**src/rtl/corelet_ctrl.sv**
```systemverilog
// Controller side of the corelet req/ack protocol: streams weights then activations from the input SRAM and drains ofifo results to psum SRAM.
// Reads are issued one per cycle; core_in trails ack by one cycle. Results are written in the same cycle that req[2] is seen.
module corelet_ctrl #(
  parameter int rows    = 8,
  parameter int cols    = 8,
  parameter int psum_bw = 16,
  parameter int inst_bw = 16,
  parameter int addr_bw = 11,
  parameter int w_len   = 8
) (
  input  logic                       clk,
  input  logic                       reset,
  input  logic                       start,
  input  logic [addr_bw-1:0]         w_base,
  input  logic [addr_bw-1:0]         a_base,
  input  logic [addr_bw-1:0]         o_base,
  input  logic [addr_bw-1:0]         act_len,
  output logic                       busy,
  output logic                       done,
  output logic                       mem_rd_en,
  output logic [addr_bw-1:0]         mem_addr,
  input  logic [4*rows-1:0]          mem_rdata,
  output logic [inst_bw-1:0]         core_inst,
  input  logic [3:0]                 core_req,
  output logic [3:0]                 core_ack,
  output logic [4*rows-1:0]          core_in,
  input  logic [psum_bw*cols-1:0]    core_out,
  output logic                       psum_wr_en,
  output logic [addr_bw-1:0]         psum_addr,
  output logic [psum_bw*cols-1:0]    psum_wdata
);

  typedef enum logic [3:0] {
    IDLE, NEW, WAIT_W, W_STRM, GAP, WAIT_A, A_STRM, DRAIN, FIN
  } state_t;

  typedef struct packed {
    logic [addr_bw-1:0] w_base;
    logic [addr_bw-1:0] a_base;
    logic [addr_bw-1:0] o_base;
    logic [addr_bw-1:0] act_len;
  } tile_cfg_t;

  localparam logic [addr_bw-1:0] w_last = addr_bw'(w_len - 1);
  localparam logic [addr_bw-1:0] one    = addr_bw'(1);

  state_t             state, state_nxt;
  tile_cfg_t          cfg;
  logic [addr_bw-1:0] k_cnt, k_nxt;
  logic [addr_bw-1:0] r_cnt;
  logic               ack_q;
  logic               cap_en;
  logic               wr_fire;
  logic               unused_req;

  assign unused_req = core_req[3];

  // Capture window spans A_STRM and DRAIN, closing as soon as every result is in.
  assign cap_en  = ((state == A_STRM) || (state == DRAIN)) && (r_cnt != cfg.act_len);
  assign wr_fire = cap_en && core_req[2];

  always_ff @(posedge clk) begin
    if (!reset) begin
      state <= IDLE;
      cfg   <= '0;
      k_cnt <= '0;
      r_cnt <= '0;
      ack_q <= 1'b0;
    end else begin
      state <= state_nxt;
      k_cnt <= k_nxt;
      ack_q <= core_ack[0] | core_ack[1];
      if ((state == IDLE) && start) begin
        cfg   <= '{w_base: w_base, a_base: a_base, o_base: o_base, act_len: act_len};
        r_cnt <= '0;
      end else if (wr_fire) begin
        r_cnt <= r_cnt + one;
      end
    end
  end

  always_comb begin
    state_nxt = state;
    k_nxt     = k_cnt;
    busy      = 1'b0;
    done      = 1'b0;
    mem_rd_en = 1'b0;
    mem_addr  = '0;
    core_inst = '0;
    core_ack  = '0;
    case (state)
      IDLE: begin
        if (start) begin
          state_nxt = NEW;
          k_nxt     = '0;
        end
      end
      NEW: begin
        busy         = 1'b1;
        core_inst[4] = 1'b1;
        state_nxt    = WAIT_W;
      end
      WAIT_W: begin
        busy = 1'b1;
        if (core_req[0]) begin
          state_nxt = W_STRM;
          k_nxt     = '0;
        end
      end
      W_STRM: begin
        busy        = 1'b1;
        core_ack[0] = 1'b1;
        mem_rd_en   = 1'b1;
        mem_addr    = cfg.w_base + k_cnt;
        if (k_cnt == w_last) begin
          state_nxt = GAP;
          k_nxt     = '0;
        end else begin
          k_nxt = k_cnt + one;
        end
      end
      // Two dead cycles so the corelet sees ack[0] fall before ack[1] rises.
      GAP: begin
        busy = 1'b1;
        if (k_cnt == one) begin
          state_nxt = WAIT_A;
          k_nxt     = '0;
        end else begin
          k_nxt = k_cnt + one;
        end
      end
      WAIT_A: begin
        busy = 1'b1;
        if (cfg.act_len == '0) begin
          state_nxt = FIN;
        end else if (core_req[1]) begin
          state_nxt = A_STRM;
          k_nxt     = '0;
        end
      end
      A_STRM: begin
        busy        = 1'b1;
        core_ack[1] = 1'b1;
        mem_rd_en   = 1'b1;
        mem_addr    = cfg.a_base + k_cnt;
        if (k_cnt == cfg.act_len - one) begin
          state_nxt = DRAIN;
          k_nxt     = '0;
        end else begin
          k_nxt = k_cnt + one;
        end
      end
      DRAIN: begin
        busy = 1'b1;
        if (r_cnt == cfg.act_len) state_nxt = FIN;
      end
      FIN: begin
        done      = 1'b1;
        state_nxt = IDLE;
      end
      default: state_nxt = IDLE;
    endcase
  end

  assign core_in    = ack_q ? mem_rdata : '0;
  assign psum_wr_en = wr_fire;
  assign psum_addr  = wr_fire ? cfg.o_base + r_cnt : '0;
  assign psum_wdata = wr_fire ? core_out : '0;

endmodule
```
**config.mk**
```make
export PLATFORM = sky130hd
export DESIGN_NAME = corelet_ctrl
export DESIGN_NICKNAME = d
export VERILOG_FILES = /design/src/rtl/corelet_ctrl.sv
export SDC_FILE = /design/constraint.sdc
export NUM_CORES = 1
export LEC_CHECK = 0
export CORE_AREA = 2 2 164 166
export CTS_CLUSTER_DIAMETER = 100
export DETAILED_ROUTE_END_ITERATION = 6
export DIE_AREA = 0 0 166 168
export PLACE_DENSITY = 0.63
export SLEW_MARGIN = 10
export SYNTH_ARGS = -nofsm -noshare
export SYNTH_HDL_FRONTEND = slang
export SYNTH_SLANG_ARGS = --single-unit
```
**constraint.sdc**
```tcl
create_clock -name clk -period 4.1 [get_ports clk]
set_input_delay 0.82 -clock clk [delete_from_list [all_inputs] [get_ports clk]]
set_output_delay 0.82 -clock clk [all_outputs]
set_load 0.02 [all_outputs]
```
# Yosys cells after proc, flatten, opt, wreduce, memory -nomap -nowiden
# Index checks and enable logic that the tools add are counted.
[classes]
n_addsub = 6
n_eq_ne = 22
mux = 27
bitwise = 2
reduce_logical = 12
[ops]
columns = ["cell", "count"]
rows = [
  ["128-bit 2-to-1 mux", 1],
  ["11-bit 2-to-1 mux", 8],
  ["11-bit case mux with 6 select lines", 1],
  ["11-bit adder", 3],
  ["32-bit 2-to-1 mux", 1],
  ["4-bit 2-to-1 mux", 8],
  ["4-bit case mux with 8 select lines", 1],
  ["11-bit by 1-bit adder with 11-bit output (second input constant)", 2],
  ["11-bit equality test", 2],
  ["11-bit case mux with 2 select lines", 1],
  ["4-bit by 3-bit equality test with 1-bit output (second input constant)", 4],
  ["2-bit inequality test (second input constant)", 6],
  ["11-bit by 1-bit equality test with 1-bit output (second input constant)", 1],
  ["11-bit by 3-bit equality test with 1-bit output (second input constant)", 1],
  ["11-bit zero test", 1],
  ["11-bit inequality test", 1],
  ["11-bit by 1-bit subtractor with 11-bit output (second input constant)", 1],
  ["4-bit by 2-bit equality test with 1-bit output (second input constant)", 2],
  ["7-bit AND reduction", 1],
  ["7-bit OR reduction", 1],
  ["1-bit 2-to-1 mux", 6],
  ["6-bit nonzero test", 1],
  ["5-bit AND reduction", 1],
  ["4-bit by 1-bit equality test with 1-bit output (second input constant)", 1],
  ["9 further kinds", 13],
]
[word_totals]
regBits = 71
inputBits = 211
output_inout_bits = 206
wordCells = 77

# Logic depth before layout (Yosys ltp)
# Gate-level depths: netlist (run 1).
[logic_depth]
depth_word = 5
mapped_depth = 14
ltp_nobuf = 13

# Least setup slack after synthesis (run 1)
# No wires, ideal clock.
[synth_path]
path_kind = "register to output"
from = "reg state[2]"
to = "out mem_addr[10]"
arrival_time_ns = 3.937
required_ns = 3.280
path_slack_ns = -0.657
stages_incl_launch_ff = 15
path_buffers = 2
cell_sequence = "dfxtp_1 clkbuf_1 nor2b_1 nand2_1 nor2_1 clkbuf_1 mux2_2 ha_1 a21oi_1 o21ai_0 a2111o_1 a31o_2 a21oi_1 xnor2_1 a22o_1"
[synth_between]
elab_chain_len = 2
word_cells_on_any_way = 3
cone_classes = "2 x eq/ne; 1 x mux"
[synth_lines]
columns = ["element", "line", "rtl"]
rows = [
  ["from (decl)", "47", "state_t state, state_nxt;"],
  ["from (signal assigned)", "70", "state <= state_nxt;"],
  ["4-bit by 3-bit equality test with 1-bit output / 4-bit by 2-bit equality test with 1-bit output (equally long branches)", "91", "case (state)"],
  ["11-bit case mux with 2 select lines (*)", "91", ""],
  ["to (decl)", "21", "output logic [addr_bw-1:0] mem_addr,"],
]
# Mark *: on every way between the ends. The rest lies on a longest branch, timed or not.

# Worst setup path in the final report (run 1)
# Same ends and word-level chain as after synthesis.

==> results.ini, run 1 <==
[yosys]
async_flop_share=0
syn_inst=787
yosysWarnings=0
synth_area_sq_um=5940
syn_area_per_cell_sq_um=7.55
synth_area_leaders=dfxtp_1, and2_1, nand2_1, a21boi_0, ha_1
yosysMostFrequentCell=and2_1
synth_edf_count=0
yosysTopAreaCellShare=0.239
synth.largest_area_cell=dfxtp_1
ys_ff_latch=71
synth_ff_type=dfxtp_1
synth_cell_type_count=60
synth_commonest_cells=and2_1, nand2_1, dfxtp_1
ys_seq_area_frac=0.239

[critical_path]
path_depth=14
arrival_ns=3.40
r2r_slack_ns=1.19
crit_path_end_kind=output port
crit_top_cell=buf_6
path_delay_family=compound AO/OA/AOI/OAI gates
crit_chain=nor2b_4 -> nand2_2 -> nor2_4 -> buf_6 -> mux2_4 -> fa_2 -> a21oi_4 -> o21ai_2 -> a2111o_1 -> a31o_2 -> a21oi_2 -> xnor2_1 -> a22o_1 -> buf_6
cp.buffers_inverters=2
path_class=flop to output port
worst_r2r_startpoint=cfg[0]$_SDFFE_PN0P_
crit_path_max_fanout=3
critPathLaunchType=flop
crit_required_ns=3.28
r2r_end=k_cnt[3]$_SDFFE_PN0P_
cp_slowest_cell=fa_2
rr_worst_depth=7
max_stage_delay_ns=0.40

[worst_hold_path]
min_from=cfg[29]$_SDFFE_PN0P_
hold_path_class=flop to flop
holdPathEnd=cfg[29]$_SDFFE_PN0P_
worstHoldPathCells=2

[finish]
area_growth_pct=83.7
multi_input_area_sq_um=4340
nFillCells=2650
seq_area_sq_um=1420
stdcell_count=1533
n_antenna_cell=0
drive_gt1_frac=0.0973
fin_nets=1424

[place]
dpl.cell_count=1507
dp_hpwl_um=18800
place_congestion=0.853
port_buffers=398

[timing]
maxSlewViolCount=0
finalCritPeriodShare=1.03
tightest_slew_ns=0.863
relSlewSlack=0.422
setup_violations=2
hold_viol_final=0
max_freq_mhz=237
fin_ws_ns=-0.124
skew_ns=0.00605
min_period_ns=4.22
setup_tns_ns=-0.208
rsz0062_at_grt=true

[drt]
first_pass_iters=5
num_vias=6681
first_iter_violations=227
ant_nets=0
routed_wl_um=23300
drc_errors=0
wl_per_cell_um=15.2
vias_per_cell=4.36

[grt]
grt_pass1_vias=6599
grt_usage=0.158
grt_max_degree=66
overflow=0
grt_antenna_before_repair=0
grt_pass1_wl_um=35500

[clocking]
cts_sinks=71
cts_tree=yes
cts-root-buf=clkbuf_16
htreeDepth=3
clkLatencyLatePin_ns=0.34
cts_buffers=9
postCtsHoldBufs=0
clk_pin_slew_ns=0.06
clk_path_buf_depth=2

[flow_run]
maxCapViolations=0

[die]
rows=60
die_h_um=168
ios=417
start_util=0.225
core_sq_um=26400
dieArea_sq_um=27900
die_w_um=166

[pwr]
power_density_nw_per_um2=278
p_leak_nw=4.44
peakVddDrop_mv=0.184

[outcome]
violations=negative setup slack
status=complete, but fails checks

worst max-delay path by stage:
stage                                from      endpoint  slack, ns
floorplan           state[2]$_SDFFE_PN0P_  mem_addr[10]       0.03
CTS                 state[2]$_SDFFE_PN0P_  mem_addr[10]      -0.16
detailed placement  state[2]$_SDFFE_PN0P_  mem_addr[10]      -0.39
global placement    state[2]$_SDFFE_PN0P_  mem_addr[10]      -0.34
global route        state[2]$_SDFFE_PN0P_  mem_addr[10]      -0.25
finish              state[2]$_SDFFE_PN0P_  mem_addr[10]      -0.12
repair_timing:
action                     in CTS  in global routing
setup endpoints to repair       8                  7
gates cloned                    0                  0
gates resized for setup        33                 19
pin swaps                      10                 16
setup buffers                   3                  7
worst reg2reg max path: cells and delay by family, from the launching register on:
| kind | cells | cell delay (ns) |
|---|---|---|
| AO/OA/AOI/OAI | 5 | 1.67 |
| flip-flops | 1 | 0.38 |
| AND/OR/NAND/NOR | 2 | 0.73 |
power breakdown:
part	switching (W)	internal (W)
logic	0.000690	0.000642
clock network	0.000305	0.000503
registers	0.0000986	0.000796
layout make-up:
cell class / instances / share of cell area
inverters: 9 / 0.00310
flip-flops and latches: 71 / 0.130
multi-input cells: 650 / 0.398
clock buffers: 11 / 0.0232
repair buffers: 446 / 0.401
clock inverters: 5 / 0.00516
well taps: 341 / 0.0391
stage by stage:
step | power, W | setup WS [ns] | area, sq um | hold WS (ns) | util
floorplan | 0.00169 | 0.0260 | 6040 | 0.440 | -
global placement | 0.00220 | -0.339 | 10400 | 0.455 | 0.394
detailed placement | 0.00222 | -0.391 | 10400 | 0.457 | 0.394
CTS | 0.00305 | -0.161 | 10800 | 0.465 | 0.408
global route | 0.00324 | -0.251 | 10900 | 0.490 | 0.414
finish | 0.00303 | -0.124 | 10900 | 0.462 | 0.414
flip-flops by register name, indices dropped and copies added, names as in the netlist:
name and flops:
r_cnt 11, state 4, k_cnt 11, ack_q 1, cfg 44
cells in the final DEF, fill, tap and decap left out, drive strengths merged, types with 4 or more instances in the layout:
master / count
o31ai: 8
nor2b: 11
or2: 4
nand4: 9
a22o: 6
mux2i: 5
clkbuf: 11
nand2: 116
a21oi: 19
nor4: 8
buf: 53
nor3: 15
and3: 15
clkdlybuf4s50: 388
conb: 17
dfxtp: 71
a21boi: 44
nand2b: 9
nand3: 8
nor2: 39
o21a: 4
a21o: 5
xnor2: 17
mux2: 11
o21ai: 7
ha: 24
a22oi: 4
inv: 9
and2: 168
xor2: 34
cells by family after synthesis:
group	share of synthesized area
simple gates	0.372
compound gates	0.161
buf+inv	0.0651
flops	0.239
xor+xnor	0.0752
fa+ha+maj	0.0573
mux	0.0293
other cells	0.000631
per-layer routing:
metal / global-route usage / vias to the layer above / wire length (um)
met5: 0 / - / 0
met4: 0.0382 / 0 / 343
met3: 0.0331 / 19 / 1340
met2: 0.287 / 273 / 11600
met1: 0.189 / 2982 / 10100
li1: - / 3407 / -
Power figures use the tool's default switching activity.
==> run 2, diff against run 1 <==
==> constraint.sdc (replaced) <==
create_clock -name clk -period 4.1 [get_ports clk]
set_input_delay 0.82 -clock clk [delete_from_list [all_inputs] [get_ports clk]]
set_output_delay 0.82 -clock clk [all_outputs]
set_load 0.005 [all_outputs]
==> run 2 against run 1 <==
Effect of this change:
- the flow still finishes with violations (negative setup slack)
- critical endpoint unchanged
- largest power group unchanged
- count of clock-buffer cells in the layout grew 3
- combinational power shrank 4%
- clock power grew 1%
- utilization shrank 0.095 points
- setup slack gained 0.040 ns
- via count grew 1.4%
==> results.ini, run 2 (same netlist as run 1, synthesis figures left out) <==
[critical_path]
crit_required_ns=3.28  ; about the same
arrival_ns=3.36  ; -0.04 ns
crit_chain=nor2b_4 -> nand2_2 -> nor2_4 -> mux2_4 -> ha_4 -> fa_2 -> a21oi_4 -> o21ai_2 -> a2111o_1 -> a31o_2 -> a21oi_2 -> xnor2_1 -> a22o_1 -> buf_2
crit_path_max_fanout=3  ; unchanged
critPathLaunchType=flop
max_stage_delay_ns=0.41  ; about the same
crit_path_end_kind=output port
path_class=flop to output port
cp_slowest_cell=a2111o_1

[drt]
wl_per_cell_um=16.8  ; +10%
vias_per_cell=4.43  ; +1.7%
first_pass_iters=4  ; -1
routed_wl_um=25700  ; +10%
drc_errors=0  ; unchanged
num_vias=6775  ; +1.4%
first_iter_violations=288  ; +27%
ant_nets=0  ; unchanged

[pwr]
p_leak_nw=4.35  ; -2.0%
power_density_nw_per_um2=275  ; -1.2%
peakVddDrop_mv=0.196  ; +6.1%
totalPowerFinal_w=0.00299  ; -1.4%

[finish]
drive_gt1_frac=0.0960  ; -0.00136
reg_top3=cfg (44), k_cnt (11), r_cnt (11)
n_antenna_cell=0  ; unchanged
area_growth_pct=83.3
final_common_cell=clkdlybuf4s50_1
largest_register_ffs=44  ; unchanged
final_cell_mix=clkdlybuf4s50_1, and2_1, nand2_1
fin_nets=1420  ; -0.28%
stdcell_count=1529  ; -0.26%
largest_register=cfg

[grt]
grt_antenna_before_repair=1  ; +1
grt_pass1_vias=6465  ; -2.0%
grt_pass1_wl_um=37900  ; +6.9%
overflow=0  ; unchanged
grt_usage=0.173  ; +0.0157
grt_max_degree=66  ; unchanged

[timing]
setup_tns_ns=-0.0846  ; +0.123 ns
rsz0062_at_grt=true
min_period_ns=4.18  ; -0.0399 ns
finalCritPeriodShare=1.02  ; -0.00972
setup_violations=1  ; -1
fin_ws_ns=-0.0846  ; +0.0399 ns
max_freq_mhz=239  ; +0.95%
skew_ns=0.00576  ; -0.000295 ns
maxSlewViolCount=0  ; unchanged
tightest_slew_ns=0.803  ; -0.0605 ns
hold_viol_final=0  ; unchanged
relSlewSlack=0.463  ; +0.0405

[clocking]
htreeDepth=3  ; unchanged
cts_sinks=71  ; unchanged
cts-root-buf=clkbuf_16
clkLatencyLatePin_ns=0.34  ; about the same
clk_pin_slew_ns=0.05  ; about the same
cts_tree=yes
clk_path_buf_depth=2  ; unchanged
cts_buffers=9  ; unchanged

[outcome]
violations=negative setup slack
status=complete, but fails checks

[flow_run]
maxCapViolations=0  ; unchanged

[die]
ios=417  ; unchanged
rows=60  ; unchanged
start_util=0.225  ; unchanged
core_sq_um=26400  ; unchanged
die_w_um=166  ; unchanged
dieArea_sq_um=27900  ; unchanged
die_h_um=168  ; unchanged

[worst_hold_path]
hold_path_class=flop to flop

[place]
place_congestion=0.828  ; -2.9%
port_buffers=398  ; unchanged
dpl.cell_count=1503  ; -0.27%
dp_hpwl_um=20700  ; +10%

## run 2: changes by cell type in the layout (fill, tap and decap cells not counted), sizes merged
cell and delta:
buf -5, clkbuf +3, dlymetal6s2s -3, clkinv -3, dlygate4sd2 -1, clkdlybuf4s50 +4, clkdlybuf4s15 +1
## run 2: through the flow
step           setup slack (ns)  utilization  hold WS [ns]  instance area [sq um]
2_1_floorplan            0.0249            -         0.440                   6020
3_3_place_gp             -0.288        0.393         0.451                  10300
3_5_place_dp             -0.329        0.393         0.455                  10300
4_1_cts                  -0.151        0.409         0.464                  10800
5_1_grt                  -0.209        0.413         0.493                  10900
6_report                -0.0846        0.413         0.463                  10900
## run 2: what timing repair did
item / 4_1_cts / 5_1_grt
buffers inserted: 5 / 5
gates resized for setup: 28 / 20
hold buffers: 0 / 0
endpoints found under the setup margin: 7 / 8
pin swaps: 13 / 13
## run 2: metal layers
layer,vias to the layer above,part of all wire,GRT usage
li1,3404,-,-
met1,3065,0.44,0.222
met2,279,0.46,0.284
met3,27,0.081,0.0477
met4,0,0.020,0.0526
met5,-,0,0
## run 2: worst paths after layout
path / slack (ns) / end / depth (start not counted) / from
worst min register to register: 0.46 / cfg[25]$_SDFFE_PN0P_ / 2 / cfg[25]$_SDFFE_PN0P_
worst min-delay path: 0.46 / cfg[25]$_SDFFE_PN0P_ / 2 / cfg[25]$_SDFFE_PN0P_
worst max-delay path: -0.08 / mem_addr[10] / 14 / state[2]$_SDFFE_PN0P_
worst max register to register: 1.26 / k_cnt[3]$_SDFFE_PN0P_ / 9 / cfg[0]$_SDFFE_PN0P_
## run 2: where the power goes
part | switching (W) | internal [W] | leakage (nW)
Clock | 0.000297 | 0.000521 | 0.149
Combinational | 0.000638 | 0.000639 | 3.62
Sequential | 0.000100 | 0.000796 | 0.581
## run 2: final cells by class
type	count	area, sq um
Fill cell	2671	15500
Multi-Input combinational cell	650	4360
Timing Repair Buffer	442	4330
Sequential cell	71	1430
Tap cell	341	427
Clock buffer	14	274
Clock inverter	2	37.5
Inverter	9	33.8
## run 2: worst max-delay path, delay by kind of cell (launching register included)
| family | cells | cell delay [ns] |
|---|---|---|
| AO/OA/AOI/OAI | 6 | 1.28 |
| adder cells (fa/ha/maj) | 2 | 0.54 |
| AND/OR/NAND/NOR | 3 | 0.34 |
| multiplexers | 1 | 0.33 |
| flip-flops | 1 | 0.32 |
| buffers and inverters | 1 | 0.12 |
| XOR/XNOR | 1 | 0.08 |
==> run 3, diff against run 2 <==
--- a/config.mk
+++ b/config.mk
@@ -10,6 +10,7 @@
 export DETAILED_ROUTE_END_ITERATION = 6
 export DIE_AREA = 0 0 166 168
 export PLACE_DENSITY = 0.63
+export REMOVE_ABC_BUFFERS = 1
 export SLEW_MARGIN = 10
 export SYNTH_ARGS = -nofsm -noshare
 export SYNTH_HDL_FRONTEND = slang
==> run 3 against run 2 <==
Effect of this change:
- the run still ends with negative setup slack left
- largest cell class unchanged
- power down 3.9%
- highest routed layer unchanged
- critical path depth up 1
- fmax down 1.8%
==> results.ini, run 3 (same netlist as run 1, synthesis figures left out) <==
[timing]
skew_ns=0.00404  ; -0.00171 ns
setup_tns_ns=-0.160  ; -0.0750 ns
min_period_ns=4.26  ; +0.0750 ns
hold_viol_final=0  ; unchanged
rsz0062_at_grt=true
setup_violations=1  ; unchanged
finalCritPeriodShare=1.04  ; +0.0183
maxSlewViolCount=0  ; unchanged
max_freq_mhz=235  ; -1.8%
fin_ws_ns=-0.160  ; -0.0750 ns
tightest_slew_ns=0.788  ; -0.0153 ns
relSlewSlack=0.473  ; +0.0102

[pwr]
p_leak_nw=4.34  ; -0.40%
p_int_w=0.00187  ; -4.5%
power_frac_clock=0.253  ; -0.021
power_density_nw_per_um2=266  ; -3.1%
comb_power_share=0.435  ; +0.008
p_sw_w=0.00101  ; -2.7%
peakVddDrop_mv=0.235  ; +20%
switching_share=0.350  ; +0.00428
seqPwrFrac=0.312  ; +0.012

[critical_path]
crit_top_cell=a21oi_4
crit_required_ns=3.28  ; about the same
crit_path_max_fanout=3  ; unchanged
critPathLaunchType=flop
max_stage_delay_ns=0.40  ; about the same
cp.buffers_inverters=2  ; +1
crit_chain=nor2b_4 -> nand2_1 -> nor2_1 -> buf_4 -> mux2_4 -> ha_4 -> fa_2 -> a21oi_4 -> o21ai_2 -> a2111o_1 -> a31o_2 -> a21oi_4 -> xnor2_1 -> a22o_1 -> buf_2
path_class=flop to output port
arrival_ns=3.44  ; +0.08 ns
worst_r2r_startpoint=cfg[0]$_SDFFE_PN0P_
crit_path_start=state[2]$_SDFFE_PN0P_
path_delay_family=compound AO/OA/AOI/OAI gates
crit_path_end_kind=output port
cp_slowest_cell=a2111o_1

[die]
start_util=0.225  ; unchanged
rows=60  ; unchanged
core_sq_um=26400  ; unchanged
die_h_um=168  ; unchanged
ios=417  ; unchanged
die_w_um=166  ; unchanged
dieArea_sq_um=27900  ; unchanged

[grt]
grt_pass1_wl_um=41500  ; +9.4%
overflow=0  ; unchanged
grt_usage=0.195  ; +0.0217
grt_pass1_vias=6609  ; +2.2%
grt_antenna_before_repair=3  ; +2
grt_max_degree=57  ; -14%

[finish]
reg_top3=cfg (44), k_cnt (11), r_cnt (11)
final_common_cell=clkdlybuf4s50_1
largest_register=cfg
drive_gt1_frac=0.0852  ; -0.0107
area_growth_pct=81.7
largest_register_ffs=44  ; unchanged
final_cell_mix=clkdlybuf4s50_1, and2_1, nand2_1
nFillCells=2665  ; -0.22%
fin_nets=1417  ; -0.21%
stdcell_area_sq_um=10800  ; -0.87%

[clocking]
clk_pin_slew_ns=0.05  ; about the same
clkLatencyLatePin_ns=0.34  ; about the same
cts_buffers=9  ; unchanged
cts_sinks=71  ; unchanged
cts_tree=yes
postCtsHoldBufs=0  ; unchanged
htreeDepth=3  ; unchanged
clk_path_buf_depth=2  ; unchanged
cts-root-buf=clkbuf_16

[drt]
num_vias=6839  ; +0.94%
first_iter_violations=465  ; +61%
drc_errors=0  ; unchanged
vias_per_cell=4.48  ; +1.0%
first_pass_iters=5  ; +1
ant_nets=0  ; unchanged
routed_wl_um=28500  ; +11%
wl_per_cell_um=18.6  ; +11%

[outcome]
status=complete, but fails checks
violations=negative setup slack

[worst_hold_path]
min_from=cfg[36]$_SDFFE_PN0P_
hold_path_class=flop to flop

[flow_run]
maxCapViolations=0  ; unchanged

[place]
port_buffers=398  ; unchanged
place_congestion=0.869  ; +4.9%
dpl-instance-area_sq_um=10300  ; -0.25%
dp_hpwl_um=23000  ; +11%
dp_slack_ns=-0.557  ; -0.229 ns

==> run 3: cell types whose count changed in the layout (fill, tap and decap cells not counted), sizes merged <==
cell,previous run,this run
clkdlybuf4s50,392,391
dlygate4sd2,1,2
clkdlybuf4s15,1,0
buf,48,46
bufinv,1,0
clkbuf,14,16
diode,0,2
clkinvlp,1,0
==> run 3: final cells by class <==
cell class / count / area (sq um) / share of cell area
Multi-Input combinational cell: 650 / 4350 / 0.403
Timing Repair Buffer: 439 / 4280 / 0.397
Sequential cell: 71 / 1420 / 0.132
Tap cell: 341 / 427 / 0.0395
Clock buffer: 16 / 272 / 0.0252
Inverter: 9 / 33.8 / 0.00313
Antenna cell: 2 / 5.00 / 0.000464
==> run 3: metrics by stage <==
step / hold slack (ns) / total power, W / instances / utilization
5_1_grt: 0.486 / 0.00307 / 1526 / 0.409
4_1_cts: 0.463 / 0.00290 / 1525 / 0.407
3_3_place_gp: 0.449 / 0.00213 / 1503 / 0.392
2_1_floorplan: 0.440 / 0.00156 / 730 / -
3_5_place_dp: 0.456 / 0.00214 / 1503 / 0.392
6_report: 0.458 / 0.00287 / 1528 / 0.410
==> run 3: repair_timing <==
action                                  CTS  global route
resized for setup                        40             9
cloned                                    0             0
pin swaps                                15             7
buffers inserted                          6             1
endpoints found under the setup margin    8             7
==> run 3: final timing paths <==
| path | endpoint | slack [ns] | cells after the start |
|---|---|---|---|
| worst min-delay path | cfg[36]$_SDFFE_PN0P_ | 0.46 | 2 |
| worst max register to register | k_cnt[3]$_SDFFE_PN0P_ | 1.21 | 9 |
| worst max-delay path | mem_addr[10] | -0.16 | 15 |
| worst min register to register | cfg[36]$_SDFFE_PN0P_ | 0.46 | 2 |
==> run 3: worst reg2reg max path, stage by stage, from the launching register on <==
cell,delay (ns)
dfxtp_1,0.50
inv_1,0.08
ha_1,0.23
nand2b_1,0.26
a21oi_1,0.11
a311o_1,0.29
o41ai_2,0.26
o211ai_2,0.37
o21ai_2,0.49
o211ai_1,0.16
==> run 3: power by group through the flow <==
stage	logic (W)	registers (W)	clock network [W]
3_5_place_dp	0.00123	0.000911	0
5_1_grt	0.00138	0.000912	0.000776
3_3_place_gp	0.00122	0.000908	0
6_report	0.00125	0.000897	0.000727
4_1_cts	0.00126	0.000898	0.000745
2_1_floorplan	0.000658	0.000900	0
==> run 3: routing by layer <==
metal	part of all wire	wire length, um	global-route usage	vias to the layer above
li1	-	-	-	3396
met1	0.43	12300	0.244	3192
met2	0.49	13800	0.335	237
met3	0.068	1920	0.0571	14
met4	0.013	377	0.0382	0
met5	0	0	0	-
